==> src/rtl/snn_pkg.sv <==
// snn_pkg: shared state type and frame geometry for the SNN frame sequencer
package snn_pkg;
  localparam int WORD_W = 32;
  typedef enum logic [2:0] {LOAD, START, RUN, SETTLE, DONE} seqState;
  function automatic int frameBits(input int words);
    return words * WORD_W;
  endfunction
  function automatic int stepCount(input int words, input int pix);
    return frameBits(words) / pix;
  endfunction
endpackage

==> src/rtl/snn_frame_sequencer_if.sv <==
// snn_frame_sequencer_if: mailbox word channel, network drive/sense and result channel
//   master: mailbox/network/consumer side; slave: the sequencer
interface snn_frame_sequencer_if #(parameter int PIX = 7);
  logic iWORD_VALID;
  logic [snn_pkg::WORD_W-1:0] iWORD_DATA;
  logic oWORD_READY;
  logic iABORT;
  logic oSNN_START;
  logic oSNN_EN;
  logic [PIX-1:0] oSNN_PIXELS;
  logic [1:0] iSNN_OUT;
  logic [1:0] oRESULT;
  logic oRESULT_VALID;
  logic iRESULT_ACK;
  modport master(output iWORD_VALID, iWORD_DATA, iABORT, iSNN_OUT, iRESULT_ACK,
                 input oWORD_READY, oSNN_START, oSNN_EN, oSNN_PIXELS, oRESULT, oRESULT_VALID);
  modport slave(input iWORD_VALID, iWORD_DATA, iABORT, iSNN_OUT, iRESULT_ACK,
                output oWORD_READY, oSNN_START, oSNN_EN, oSNN_PIXELS, oRESULT, oRESULT_VALID);
endinterface

==> src/rtl/snn_frame_buffer.sv <==
// snn_frame_buffer: WORDS x 32 frame store with a registered PIX-bit slice read at bit PIX*rdIdx
//   we/wIdx/wData: word write port; rdEn/rdIdx: slice select (rdEn=0 loads zero); rdData: slice
module snn_frame_buffer import snn_pkg::*; #(
  parameter int WORDS = 25,
  parameter int PIX = 7,
  localparam int STEPS = stepCount(WORDS, PIX),
  localparam int WCW = $clog2(WORDS + 1),
  localparam int SCW = $clog2(STEPS + 1)
) (
  input logic iCLK,
  input logic iRESETn,
  input logic we,
  input logic [WCW-1:0] wIdx,
  input logic [WORD_W-1:0] wData,
  input logic rdEn,
  input logic [SCW-1:0] rdIdx,
  output logic [PIX-1:0] rdData
);
  localparam int FB = frameBits(WORDS);
  localparam int OW = $clog2(FB);
  logic [WORD_W-1:0] mem [WORDS];
  logic [FB-1:0] flat;
  logic [OW-1:0] off;
  for (genvar k = 0; k < WORDS; k++) assign flat[k*WORD_W +: WORD_W] = mem[k];
  assign off = OW'(PIX * rdIdx);
  always_ff @(posedge iCLK)
    if (we) mem[wIdx] <= wData;
  always_ff @(posedge iCLK)
    if (!iRESETn) rdData <= '0;
    else rdData <= rdEn ? flat[off +: PIX] : '0;
endmodule

==> src/rtl/snn_frame_sequencer.sv <==
// snn_frame_sequencer: buffers a mailbox frame, streams it into the spiking network, latches the result
//   iCLK/iRESETn: clock, sync active-low reset; bus: word, network and result channels
//   oBUSY: state is not LOAD; oFRAME_CNT: acknowledged frames (wraps)
module snn_frame_sequencer import snn_pkg::*; #(
  parameter int WORDS = 25,
  parameter int PIX = 7,
  parameter int SETTLE_CYCLES = 4
) (
  input logic iCLK,
  input logic iRESETn,
  snn_frame_sequencer_if.slave bus,
  output logic oBUSY,
  output logic [15:0] oFRAME_CNT
);
  localparam int STEPS = stepCount(WORDS, PIX);
  localparam int WCW = $clog2(WORDS + 1);
  localparam int SCW = $clog2(STEPS + 1);
  localparam int TCW = SETTLE_CYCLES == 0 ? 1 : $clog2(SETTLE_CYCLES + 1);
  seqState state, nextState;
  logic [WCW-1:0] wordCnt;
  logic [SCW-1:0] stepCnt;
  logic [TCW-1:0] settleCnt;
  logic [15:0] frameCnt;
  logic accept, ack, capture;
  assign bus.oWORD_READY = state == LOAD && !bus.iABORT;
  assign accept = bus.iWORD_VALID && bus.oWORD_READY;
  assign ack = bus.iRESULT_ACK && bus.oRESULT_VALID;
  assign capture = nextState == DONE && state != DONE;
  assign oFRAME_CNT = frameCnt;
  always_comb begin
    nextState = state;
    if (bus.iABORT) nextState = LOAD;
    else case (state)
      LOAD: if (accept && wordCnt == WCW'(WORDS - 1)) nextState = START;
      START: nextState = RUN;
      RUN: if (stepCnt == SCW'(STEPS - 1)) nextState = SETTLE_CYCLES == 0 ? DONE : SETTLE;
      SETTLE: if (settleCnt == TCW'(SETTLE_CYCLES - 1)) nextState = DONE;
      DONE: if (ack) nextState = LOAD;
      default: nextState = LOAD;
    endcase
  end
  always_ff @(posedge iCLK)
    if (!iRESETn) state <= LOAD;
    else state <= nextState;
  // Network outputs are registered from nextState so EN and the pixel slice move together.
  always_ff @(posedge iCLK)
    if (!iRESETn) begin
      wordCnt <= '0;
      stepCnt <= '0;
      settleCnt <= '0;
      bus.oSNN_START <= 1'b0;
      bus.oSNN_EN <= 1'b0;
      bus.oRESULT <= '0;
      bus.oRESULT_VALID <= 1'b0;
      oBUSY <= 1'b0;
      frameCnt <= '0;
    end else begin
      wordCnt <= bus.iABORT || nextState != LOAD ? '0 : accept ? wordCnt + 1'b1 : wordCnt;
      stepCnt <= state == RUN && nextState == RUN ? stepCnt + 1'b1 : '0;
      settleCnt <= state == SETTLE && nextState == SETTLE ? settleCnt + 1'b1 : '0;
      bus.oSNN_START <= nextState == START;
      bus.oSNN_EN <= nextState == RUN || nextState == SETTLE;
      if (capture) bus.oRESULT <= bus.iSNN_OUT;
      bus.oRESULT_VALID <= capture || (bus.oRESULT_VALID && !ack && !bus.iABORT);
      oBUSY <= nextState != LOAD;
      frameCnt <= frameCnt + 16'(ack && !bus.iABORT);
    end
  // Slice for the step shown next cycle: 0 when entering RUN, otherwise one ahead of stepCnt.
  snn_frame_buffer #(.WORDS(WORDS), .PIX(PIX)) buffer (
    .iCLK(iCLK),
    .iRESETn(iRESETn),
    .we(accept),
    .wIdx(wordCnt),
    .wData(bus.iWORD_DATA),
    .rdEn(nextState == RUN),
    .rdIdx(state == RUN ? stepCnt + 1'b1 : '0),
    .rdData(bus.oSNN_PIXELS)
  );
endmodule
==> src/flat_wrapper.sv <==
// flat-port wrapper written by rule: the top's interface ports become plain ports
module snn_frame_sequencer_flat import snn_pkg::*;
#(
  parameter int WORDS = 25,
  parameter int PIX = 7,
  parameter int SETTLE_CYCLES = 4
)
  (iCLK, iRESETn, oBUSY, oFRAME_CNT, bus_iWORD_VALID, bus_iWORD_DATA, bus_iABORT, bus_iSNN_OUT, bus_iRESULT_ACK, bus_oWORD_READY, bus_oSNN_START, bus_oSNN_EN, bus_oSNN_PIXELS, bus_oRESULT, bus_oRESULT_VALID);
  snn_frame_sequencer_if #(.PIX(PIX)) bus_i ();
  input logic iCLK;
  input logic iRESETn;
  output logic oBUSY;
  output logic [15:0] oFRAME_CNT;
  input wire logic [$bits(bus_i.iWORD_VALID)-1:0] bus_iWORD_VALID;
  input wire logic [$bits(bus_i.iWORD_DATA)-1:0] bus_iWORD_DATA;
  input wire logic [$bits(bus_i.iABORT)-1:0] bus_iABORT;
  input wire logic [$bits(bus_i.iSNN_OUT)-1:0] bus_iSNN_OUT;
  input wire logic [$bits(bus_i.iRESULT_ACK)-1:0] bus_iRESULT_ACK;
  output wire logic [$bits(bus_i.oWORD_READY)-1:0] bus_oWORD_READY;
  output wire logic [$bits(bus_i.oSNN_START)-1:0] bus_oSNN_START;
  output wire logic [$bits(bus_i.oSNN_EN)-1:0] bus_oSNN_EN;
  output wire logic [$bits(bus_i.oSNN_PIXELS)-1:0] bus_oSNN_PIXELS;
  output wire logic [$bits(bus_i.oRESULT)-1:0] bus_oRESULT;
  output wire logic [$bits(bus_i.oRESULT_VALID)-1:0] bus_oRESULT_VALID;
  assign bus_i.iWORD_VALID = bus_iWORD_VALID;
  assign bus_i.iWORD_DATA = bus_iWORD_DATA;
  assign bus_i.iABORT = bus_iABORT;
  assign bus_i.iSNN_OUT = bus_iSNN_OUT;
  assign bus_i.iRESULT_ACK = bus_iRESULT_ACK;
  assign bus_oWORD_READY = bus_i.oWORD_READY;
  assign bus_oSNN_START = bus_i.oSNN_START;
  assign bus_oSNN_EN = bus_i.oSNN_EN;
  assign bus_oSNN_PIXELS = bus_i.oSNN_PIXELS;
  assign bus_oRESULT = bus_i.oRESULT;
  assign bus_oRESULT_VALID = bus_i.oRESULT_VALID;
  snn_frame_sequencer #(.WORDS(WORDS), .PIX(PIX), .SETTLE_CYCLES(SETTLE_CYCLES)) u_core (.iCLK(iCLK), .iRESETn(iRESETn), .bus(bus_i), .oBUSY(oBUSY), .oFRAME_CNT(oFRAME_CNT));
endmodule
==> config.mk <==
export PLATFORM = sky130hd
export DESIGN_NAME = snn_frame_sequencer_flat
export DESIGN_NICKNAME = d
export VERILOG_FILES = /design/src/rtl/snn_pkg.sv /design/src/rtl/snn_frame_sequencer_if.sv /design/src/rtl/snn_frame_buffer.sv /design/src/rtl/snn_frame_sequencer.sv /design/src/flat_wrapper.sv
export SDC_FILE = /design/constraint.sdc
export NUM_CORES = 1
export LEC_CHECK = 0
export CAP_MARGIN = 20
export CORE_ASPECT_RATIO = 0.75
export CORE_MARGIN = 10
export CORE_UTILIZATION = 25
export DETAILED_ROUTE_END_ITERATION = 10
export PLACE_DENSITY = 0.47
export SLEW_MARGIN = 20
export SYNTH_ARGS = -nofsm -noshare
export SYNTH_HDL_FRONTEND = slang
export SYNTH_SLANG_ARGS = --single-unit
==> constraint.sdc <==
create_clock -name iCLK -period 6.6 [get_ports iCLK]
set_input_delay 0.66 -clock iCLK [delete_from_list [all_inputs] [get_ports iCLK]]
set_output_delay 0.66 -clock iCLK [all_outputs]
set_load 0.02 [all_outputs]
==> results of run 1 <==
worst max-delay path: stages, from the launching register on:
cell and delay [ps]:
dfxtp_4 710, ha_1 350, buf_4 330, nor4b_4 430, buf_12 550, o221ai_1 240, o21ai_0 130, a211oi_1 120
o311ai_1 960, nand4_1 260, nand3_1 120
report_power, final:
part / switching [W] / internal (W) / leakage, nW
clock: 0.00216 / 0.00272 / 1.32
combinational: 0.000177 / 0.0000303 / 3.21
sequential: 0.00000294 / 0.00588 / 7.58
total: 0.00234 / 0.00863 / 12.1
area by class of cell:
cell class / instances / area [sq um]
Fill cell: 13254 / 94290
Clock buffer: 87 / 2059
Clock inverter: 61 / 679.4
Sequential cell: 847 / 24970
Timing Repair Buffer: 143 / 1356
Multi-Input combinational cell: 1322 / 8361
Inverter: 9 / 35.03
Tap cell: 1770 / 2215
per-layer routing:
metal,GRT usage [%],vias to the layer above,wire (microns)
li1,-,9207,-
met5,0,-,0
met1,23.49,11672,55760
met4,3.605,0,2498
met3,3.102,130,11630
met2,22.77,1255,52550
cells in the final DEF (no fill, tap or decap), types with 44 or more instances in the layout:
master           count
a211oi_1            94
dfxtp_1             46
and2_1              74
nand2_1            327
o21ai_0             50
clkbuf_16           81
o22ai_1             44
buf_4               61
edfxtp_1           800
nand3_1             97
clkdlybuf4s50_1     54
nor2_1              68
mux2i_1            118
a21oi_1             74
synthesized netlist by cell type, drive strengths merged (8+ instances only):
cell and n:
o221ai 19, dfxtp 47, edfxtp 800, o2111ai 8
nand2 327, ha 10, mux2 13, o22ai 44
nor3 23, and2 74, o2bb2ai 13, a2111oi 10
xnor2 11, nor2 94, a22oi 19, o211ai 19
nor2b 10, inv 9, mux2i 120, a211oi 95
a311oi 38, a31oi 43, clkbuf 61, o21ai 50
a21oi 74, nand4 12, nand3 97, buf 99
a221oi 20
registers in the layout, summed over array words and instances (netlist names):
register and count:
u_core.bus.oRESULT 2, u_core.settleCnt 3, u_core.buffer.rdData 7, u_core.oFRAME_CNT 16, u_core.wordCnt 5, u_core.bus.oSNN_EN 1
u_core.stepCnt 7, u_core.state 3, u_core.oBUSY 1, u_core.buffer.mem 800, u_core.bus.oRESULT_VALID 1, u_core.bus.oSNN_START 1
kinds of logic after synthesis:
group,Yosys count,synth area share [%]
AOI/OAI and AO/OA,478,9.873
xor gates and xnor gates,16,0.4141
adders and majority gates,10,0.3698
buffers and inverters,169,2.230
DFF,847,73.78
muxes,133,3.983
and+or+nand+nor,685,9.352
per-stage QoR:
stage	instance area, sq um	hold slack [ps]	power, W	setup WS, ps
after floorplan	33840	399.2	0.006020	3379
final	39670	426.8	0.01097	2260
after global placement	36800	409.1	0.006208	2086
after global routing	39670	449.4	0.01125	2105
after detailed placement	36830	417.7	0.006211	2430
after CTS	39570	427.0	0.01104	2430
worst max path at each step:
stage | startpoint | to | slack [ps] | cells past startpoint
3_3_place_gp | u_core.stepCnt[0] | u_core.buffer.rdData[0] | 2090 | 10
2_1_floorplan | bus_iABORT | u_core.buffer.mem[23][0] | 3380 | 5
3_5_place_dp | u_core.stepCnt[0] | u_core.buffer.rdData[0] | 2430 | 10
4_1_cts | u_core.stepCnt[0] | u_core.buffer.rdData[0] | 2430 | 10
5_1_grt | u_core.stepCnt[0] | u_core.buffer.rdData[5] | 2110 | 10
6_report | u_core.stepCnt[0] | u_core.buffer.rdData[0] | 2260 | 10
==> run summary, run 1 <==
number of primary I/O pins - 69
MaxCap Viol Count - 0
number of flops mapped to enable cells by yosys - 800
RSZ-0062 raised after global routing - no
count of distinct cell types in the synthesized netlist - 67
Site Rows - 116
post-synthesis sequential element count - 847
Inst Count DP - 4,086
final standard cell count with taps included and fillers excluded - 4,239
area inside the core boundary - 0.1340 sq mm
first-pass detailed-route iteration total - 6
nature of the critical path startpoint - register
Worst EP arrival - 4990 ps
TritonCTS clock tree - built
Die Span X - 444.8 microns
die area - 0.1506 sq mm
final net count - 2,453
Detailed Place HPWL - 67,910 microns
number of hold-repair buffers added at the cts stage - 0
startpoint of the worst register-to-register path - u_core.stepCnt[0]
worst clock skew on the final layout - 38.01 ps
number of max-slew violations in the final report - 0
GP Congestion - 0.8647
class of the worst hold path - register to register
cell types with the largest area share after synthesis - edfxtp_1, nand2_1, mux2i_1, dfxtp_1, a211oi_1
Root Buffer - clkbuf_16
number of cells on the worst reg-to-reg path - 10
layout-stage area growth over the synthesis result - 17.25%
remaining global-route overflow - 0
worst max-slew margin expressed relative to the limit - 23.04%
share of layout cells above drive strength 1 - 11.02%
Reg clk slew, reported paths - 70 ps
Num CTS Buffers - 81
number of setup violations in the final report - 0
post-layout util - 29.61%
maximum number of pins on one net before global-route repair - 130
gr usage total - 15.61%
clock latency on the worst-skew pair - 710 ps
reg-to-reg critical path endpoint - u_core.buffer.rdData[0]
detail-routed net length per standard cell - 28.89 microns
area share of the leading cell type in the synthesized netlist - 71.00%
Netlist Area Pre-Place - 0.03384 sq mm
number of antenna violations at the first check in global routing - 8
YS warnings - 0
most area-hungry cell type in the Yosys netlist - edfxtp_1
total nets after synthesis - 2,387
Avg Vias per Cell - 5.252
post-synthesis async set-or-reset flop share - 0%
static leakage power - 12.11 nW
CTS H-tree lvls - 3
most frequently used flop master after synthesis - edfxtp_1
total wirelength of the detailed-routed design - 122,400 microns
number of clock sinks - 847
Worst Setup Path Type - register to register
post-synthesis instance total - 2,338
Remaining DRCs - 0
Worst-Margin Slew - 1136 ps
final sum of negative setup slack - 0 ps
run status - finished, final reports clean
maximum resistive drop on vdd - 0.1644 mV
required time worst endpoint - 7250 ps
number of global-route vias before repair - 21.16k
critical hold path startpoint - u_core.settleCnt[0]
first-pass GRT wire length - 170,800 microns
remaining antenna violation count after routing - 0
number of buffers on the longest clock path - 3
worst-path fanout max - 129
vias - 22.26k
number of setup buffers added after CTS - 0
number of cells on the worst hold path - 1
worst-case register-to-register setup slack - 2260 ps
highest clock rate - 0.2304 GHz
Die Span Y - 338.6 microns
final critical delay including setup and external delays - 4340 ps
effective utilization at floorplan - 25.26%
final hold violations - 0
count of port buffers added during placement - 68
Worst setup EP type - register
number of diodes - 0
hold worst-path end - u_core.settleCnt[0]
Power per Cell Area - 276.5 mW/mm^2
mean area per synthesized cell - 14.47 sq um
initial DRC count - 2,937
post-CTS sizing - 0
post-synthesis sequential area ratio - 73.78%
final critical-path share of the clock period - 65.76%
(Power assumes the default switching activity.)
==> run 2: changes to the inputs <==
--- a/config.mk
+++ b/config.mk
@@ -10,7 +10,7 @@
 export CORE_MARGIN = 10
 export CORE_UTILIZATION = 25
 export DETAILED_ROUTE_END_ITERATION = 10
-export PLACE_DENSITY = 0.47
+export PLACE_DENSITY = 0.48
 export SLEW_MARGIN = 20
 export SYNTH_ARGS = -nofsm -noshare
 export SYNTH_HDL_FRONTEND = slang
==> constraint.sdc (replaced) <==
create_clock -name iCLK -period 3.55 [get_ports iCLK]
set_input_delay 0.355 -clock iCLK [delete_from_list [all_inputs] [get_ports iCLK]]
set_output_delay 0.355 -clock iCLK [all_outputs]
set_load 0.02 [all_outputs]
==> run 2 against run 1 <==
  * Worst setup slack got worse by 2200 ps
  * First-iteration DRC count increased by 10%
  * Core utilization increased by 0.82 points
  * Count of clock-buffer cells in the layout increased by 34
  * Critical endpoint is now u_core.buffer.rdData[5]
  * Largest cell class unchanged
==> run summary, run 2 (synthesized netlist as in run 1, its figures left out) <==
highest clock rate - 0.2897 GHz (+26%)
Num CTS Buffers - 82 (+1.2%)
final-layout fill cell count - 13.34k (+0.63%)
Die Span X - 444.8 microns (unchanged)
first-pass detailed-route iteration total - 6 (unchanged)
effective utilization at floorplan - 25.26% (unchanged)
Detailed Place HPWL - 74,310 microns (+9.4%)
setup slack after placement - 91.71 ps (-2338 ps)
GP Congestion - 0.8686 (+0.45%)
maximum resistive drop on vdd - 0.3246 mV (+97%)
post-route setup slack - 98.57 ps (-2161 ps)
remaining antenna violation count after routing - 0 (unchanged)
worst clock skew on the final layout - 56.64 ps (+18.64 ps)
number of diodes - 0 (unchanged)
clock latency on the worst-skew pair - 700 ps (about the same)
number of hold-repair buffers added at the cts stage - 0 (unchanged)
TritonCTS clock tree - built
maximum number of pins on one net before global-route repair - 90 (-31%)
Power per Cell Area - 494.6 mW/mm^2 (+79%)
run status - finished, final reports clean
number of primary I/O pins - 69 (unchanged)
required time worst endpoint - 4160 ps (-3090 ps)
number of global-route vias before repair - 21.26k (+0.47%)
sequential cell area - 0.02497 sq mm (unchanged)
die area - 0.1506 sq mm (unchanged)
MaxCap Viol Count - 0 (unchanged)
leading cell type in the layout, fill and taps excluded - edfxtp_1
detail-routed net length per standard cell - 29.03 microns (+0.50%)
total wirelength of the detailed-routed design - 126,500 microns (+3.3%)
number of clock sinks - 847 (unchanged)
static leakage power - 12.73 nW (+5.1%)
Remaining DRCs - 0 (unchanged)
final critical-path share of the clock period - 97.22% (+31 points)
portion of total power attributed to the clock network - 43.8% (-0.6 points)
number of setup violations in the final report - 0 (unchanged)
post-CTS sizing - 0 (unchanged)
worst-path fanout max - 14 (-89%)
layout-stage area growth over the synthesis result - 20.52%
final net count - 2,568 (+4.7%)
Reg clk slew, reported paths - 70 ps (about the same)
area of the multi-input gates - 0.008357 sq mm (about the same)
number of max-slew violations in the final report - 0 (unchanged)
number of antenna violations at the first check in global routing - 11 (+3)
Comb pwr share - 2.0% (about the same)
initial DRC count - 3,241 (+10%)
count of port buffers added during placement - 68 (unchanged)
Root Buffer - clkbuf_16
vias - 22.62k (+1.6%)
final hold violations - 0 (unchanged)
final critical delay including setup and external delays - 3451 ps (-888.7 ps)
nature of the critical path startpoint - register
max FFs per register - 800 (unchanged)
switching power as a share of total power - 21.11% (-0.19 points)
Worst setup EP type - register
Die Span Y - 338.6 microns (unchanged)
worst max-slew margin expressed relative to the limit - 27.43% (+4.4 points)
class of the worst hold path - input pin to register
total power - 0.02017 W (+84%)
number of buffers on the longest clock path - 3 (unchanged)
number of setup buffers added after CTS - 0 (unchanged)
share of layout cells above drive strength 1 - 14.23% (+3.2 points)
area inside the core boundary - 0.1340 sq mm (unchanged)
first-pass GRT wire length - 175,200 microns (+2.6%)
relative contribution of sequential cells to total power - 54.3% (+0.6 points)
Worst EP arrival - 4060 ps (-930 ps)
Worst-Margin Slew - 1061 ps (-75.34 ps)
internal power summed over all cells - 0.01591 W (+84%)
Min Hold Slack - 282.7 ps (-144.1 ps)
Worst Setup Path Type - register to register
Psw - 0.004257 W (+82%)
CTS H-tree lvls - 3 (unchanged)
gr usage total - 16.12% (+0.51 points)
Avg Vias per Cell - 5.193 (-1.1%)
remaining global-route overflow - 0 (unchanged)
Site Rows - 116 (unchanged)
most used cells in the layout excluding fill and tap cells - edfxtp_1, nand2_1, buf_4
final sum of negative setup slack - 0 ps (unchanged)
RSZ-0062 raised after global routing - no
post-layout util - 30.44% (+0.82 points)
most flop-heavy register - u_core.buffer.mem
-- run 2: cell types whose count changed in the layout (fill, tap and decap cells not counted), moves of 6 or more --
cell and delta:
buf_12 +27, buf_4 +88, bufinv_16 -7, clkbuf_1 +23
clkbuf_8 +6, clkinv_1 -8
-- run 2: per-layer routing --
layer / vias to the layer above / GRT usage [%] / routed length [microns]
met5: - / 0 / 12
met1: 11688 / 24.46 / 57880
met4: 2 / 4.289 / 3160
li1: 9445 / - / -
met2: 1326 / 22.44 / 51940
met3: 160 / 3.984 / 13460
-- run 2: area by class of cell --
class | instances | area share (%)
repair buffers | 257 | 6.266
clock inverters | 30 | 0.7241
flip-flops and latches | 847 | 61.23
well taps | 1770 | 5.431
multi-input cells | 1322 | 20.49
inverters | 9 | 0.08591
clock buffers | 121 | 5.772
-- run 2: final timing paths --
path                                           from                         to  slack [ps]  cells after the start
worst max-delay path                u_core.state[0]    u_core.buffer.rdData[5]         100                      8
worst min-delay path             bus_iWORD_DATA[26]  u_core.buffer.mem[11][26]         280                      1
worst max register to register      u_core.state[0]    u_core.buffer.rdData[5]         100                      8
worst min register to register  u_core.settleCnt[0]        u_core.settleCnt[0]         420                      1
-- run 2: critical path, stage by stage (launching register included) --
cell	delay (ps)
dfxtp_1	630
nor4bb_1	130
buf_4	170
mux2i_4	690
buf_4	360
nor3_1	110
o32ai_1	870
a22oi_1	220
a31oi_1	200
-- run 2: through the flow --
stage          instances  instance area (sq um)
2_1_floorplan       2338                  33840
3_3_place_gp        4205                  38130
3_5_place_dp        4205                  38130
4_1_cts             4356                  40780
5_1_grt             4356                  40780
6_report            4356                  40780
-- run 2: power groups by stage --
stage | registers, W | logic, W | clock network [W]
after floorplan | 0.0112 | 0.0000308 | 0
after detailed placement | 0.0112 | 0.000394 | 0
after global placement | 0.0112 | 0.000395 | 0
after global routing | 0.0109 | 0.000407 | 0.00934
after CTS | 0.0109 | 0.000394 | 0.00896
final | 0.0109 | 0.000399 | 0.00883
==> run 3: changes to the inputs <==
--- a/config.mk
+++ b/config.mk
@@ -11,6 +11,7 @@
 export CORE_UTILIZATION = 25
 export DETAILED_ROUTE_END_ITERATION = 10
 export PLACE_DENSITY = 0.48
+export RECOVER_POWER = 100
 export SLEW_MARGIN = 20
 export SYNTH_ARGS = -nofsm -noshare
 export SYNTH_HDL_FRONTEND = slang
==> run 3 against run 2 <==
  * The run now ends with max-capacitance violations, max-slew violations left
  * Die area did not move
  * Combinational power shrank 5.5%
  * Final area is 1.0% lower
  * Clock power hardly changed
  * Wire length fell by 0.16%
==> run summary, run 3 (synthesized netlist as in run 1, its figures left out) <==
number of buffers on the longest clock path - 3 (unchanged)
total wirelength of the detailed-routed design - 126,300 microns (-0.16%)
detail-routed net length per standard cell - 28.98 microns (-0.18%)
maximum resistive drop on vdd - 0.3248 mV (about the same)
standard cell with the maximum stage delay on the critical path - o32ai_1
effective utilization at floorplan - 25.26% (unchanged)
Detailed Place HPWL - 74,310 microns (unchanged)
layout-stage area growth over the synthesis result - 19.30%
initial DRC count - 3,158 (-2.6%)
max FFs per register - 800 (unchanged)
number of clock sinks - 847 (unchanged)
number of setup violations in the final report - 0 (unchanged)
number of antenna violations at the first check in global routing - 13 (+2)
first-pass detailed-route iteration total - 5 (-1)
number of primary I/O pins - 69 (unchanged)
Root Buffer - clkbuf_16
Site Rows - 116 (unchanged)
worst max-slew margin expressed relative to the limit - -87.24% (-110 points)
share of layout cells above drive strength 1 - 12.37% (-1.9 points)
final-layout fill cell count - 13.41k (+0.54%)
required time worst endpoint - 4160 ps (about the same)
first-pass GRT wire length - 175,200 microns (unchanged)
leading cell type in the layout, fill and taps excluded - edfxtp_1
Power per Cell Area - 499.5 mW/mm^2 (+0.98%)
number of global-route vias before repair - 21.26k (unchanged)
cell repeated most along the worst path - buf_4
Worst-Margin Slew - 2809 ps (+1747 ps)
final critical-path share of the clock period - 97.03% (-0.19 points)
vias - 22.53k (-0.41%)
die area - 0.1506 sq mm (unchanged)
Die Span X - 444.8 microns (unchanged)
worst clock skew on the final layout - 58.06 ps (+1.419 ps)
Worst EP arrival - 4050 ps (about the same)
Worst Setup Path Type - register to register
maximum number of pins on one net before global-route repair - 90 (unchanged)
highest clock rate - 0.2903 GHz (+0.19%)
final net count - 2,568 (unchanged)
most used cells in the layout excluding fill and tap cells - edfxtp_1, nand2_1, mux2i_1
maximum single-stage delay on the critical path - 870 ps (about the same)
area inside the core boundary - 0.1340 sq mm (unchanged)
Reg clk slew, reported paths - 70 ps (about the same)
Remaining DRCs - 0 (unchanged)
number of max-slew violations in the final report - 864 (+864)
Worst setup EP type - register
post-layout util - 30.13% (-0.31 points)
final hold violations - 0 (unchanged)
class of the worst hold path - input pin to register
most flop-heavy register - u_core.buffer.mem
Die Span Y - 338.6 microns (unchanged)
count of port buffers added during placement - 68 (unchanged)
Min Hold Slack - 341.5 ps (+58.79 ps)
post-place instance area - 0.03813 sq mm (unchanged)
cell family with most CP delay - compound AO/OA/AOI/OAI gates
run status - finished, violations left
number of hold-repair buffers added at the cts stage - 0 (unchanged)
GP Congestion - 0.8686 (unchanged)
Avg Vias per Cell - 5.171 (-0.43%)
RSZ-0062 raised after global routing - no
gr usage total - 16.12% (unchanged)
final critical delay including setup and external delays - 3445 ps (-6.692 ps)
MaxCap Viol Count - 33 (+33)
Layout Cell Area excl Fill - 0.04037 sq mm (-1.0%)
violated checks - max-capacitance violations, max-slew violations
nature of the critical path startpoint - register
worst-path fanout max - 14 (unchanged)
final sum of negative setup slack - 0 ps (unchanged)
Num CTS Buffers - 82 (unchanged)
Critical path buffers and inverters - 2 (unchanged)
static leakage power - 12.64 nW (-0.73%)
final standard cell count with taps included and fillers excluded - 4,357 (+0.023%)
TritonCTS clock tree - built
remaining global-route overflow - 0 (unchanged)
clock latency on the worst-skew pair - 700 ps (about the same)
ordered cell list for the critical path - nor4bb_1 -> buf_4 -> mux2i_4 -> buf_4 -> nor3_1 -> o32ai_1 -> a22oi_1 -> a31oi_1
remaining antenna violation count after routing - 0 (unchanged)
Inst Count DP - 4,205 (unchanged)
CTS H-tree lvls - 3 (unchanged)
[run 3: cell count changes in the layout (fill, tap and decap cells not counted)]
cell             delta
clkdlybuf4s50_1    -54
dlygate4sd3_1      +54
buf_4              -46
clkbuf_1           +41
clkbuf_2           +25
buf_12             -13
buf_2               -9
nor2_4              -8
nor2_1              +7
and2_0              +6
and2_1              -6
clkbuf_4            +2
diode_2             +1
nor2_2              +1
[run 3: final timing paths]
kind | from | to | slack [ps] | cells after the start
hold reg to reg | u_core.settleCnt[0] | u_core.settleCnt[0] | 420 | 1
setup reg to reg | u_core.state[2] | u_core.buffer.rdData[5] | 110 | 8
hold / removal | bus_iSNN_OUT[1] | u_core.bus.oRESULT[1] | 340 | 3
setup / recovery | u_core.state[2] | u_core.buffer.rdData[5] | 110 | 8
[run 3: metal layers]
metal / part of all wire (%) / global-route usage (%)
met1: 46 / 24.46
met2: 41 / 22.44
met3: 10 / 3.984
met4: 2.6 / 4.289
met5: 0.0095 / 0
[run 3: worst reg2reg max path: stages (launching register included)]
cell and delay (ps):
dfxtp_1 650, nor4bb_1 120, buf_4 170, mux2i_4 690, buf_4 380, nor3_1 120
o32ai_1 870, a22oi_1 220, a31oi_1 200
[run 3: what timing repair did]
item                       4_1_cts  5_1_grt
setup endpoints to repair        0        1
gates resized for setup          0        1
buffers inserted                 0        0
[run 3: final cells by class]
class	count	area, sq um	area share [%]
antenna	1	2.502	0.006199
inverter	9	35.03	0.08679
sequential	847	24970	61.85
multi-input combinational	1322	8299	20.56
timing repair buffer	257	2198	5.446
clock inverter	30	295.3	0.7315
clock buffer	121	2354	5.830
tap	1770	2215	5.486
[run 3: through the flow]
step                      setup slack, ps  total power, W
after floorplan                     478.0         0.01119
after global placement              94.64         0.01155
after detailed placement            91.71         0.01155
after CTS                           110.7         0.02029
after global routing                4.347         0.02068
final                               105.3         0.02016
[run 3: where the power goes]
part / internal [W] / leakage (nW) / switching [W]
sequential: 0.0110 / 7.58 / 0.00000514
clock: 0.00491 / 1.28 / 0.00392
combinational: 0.0000443 / 3.77 / 0.000333
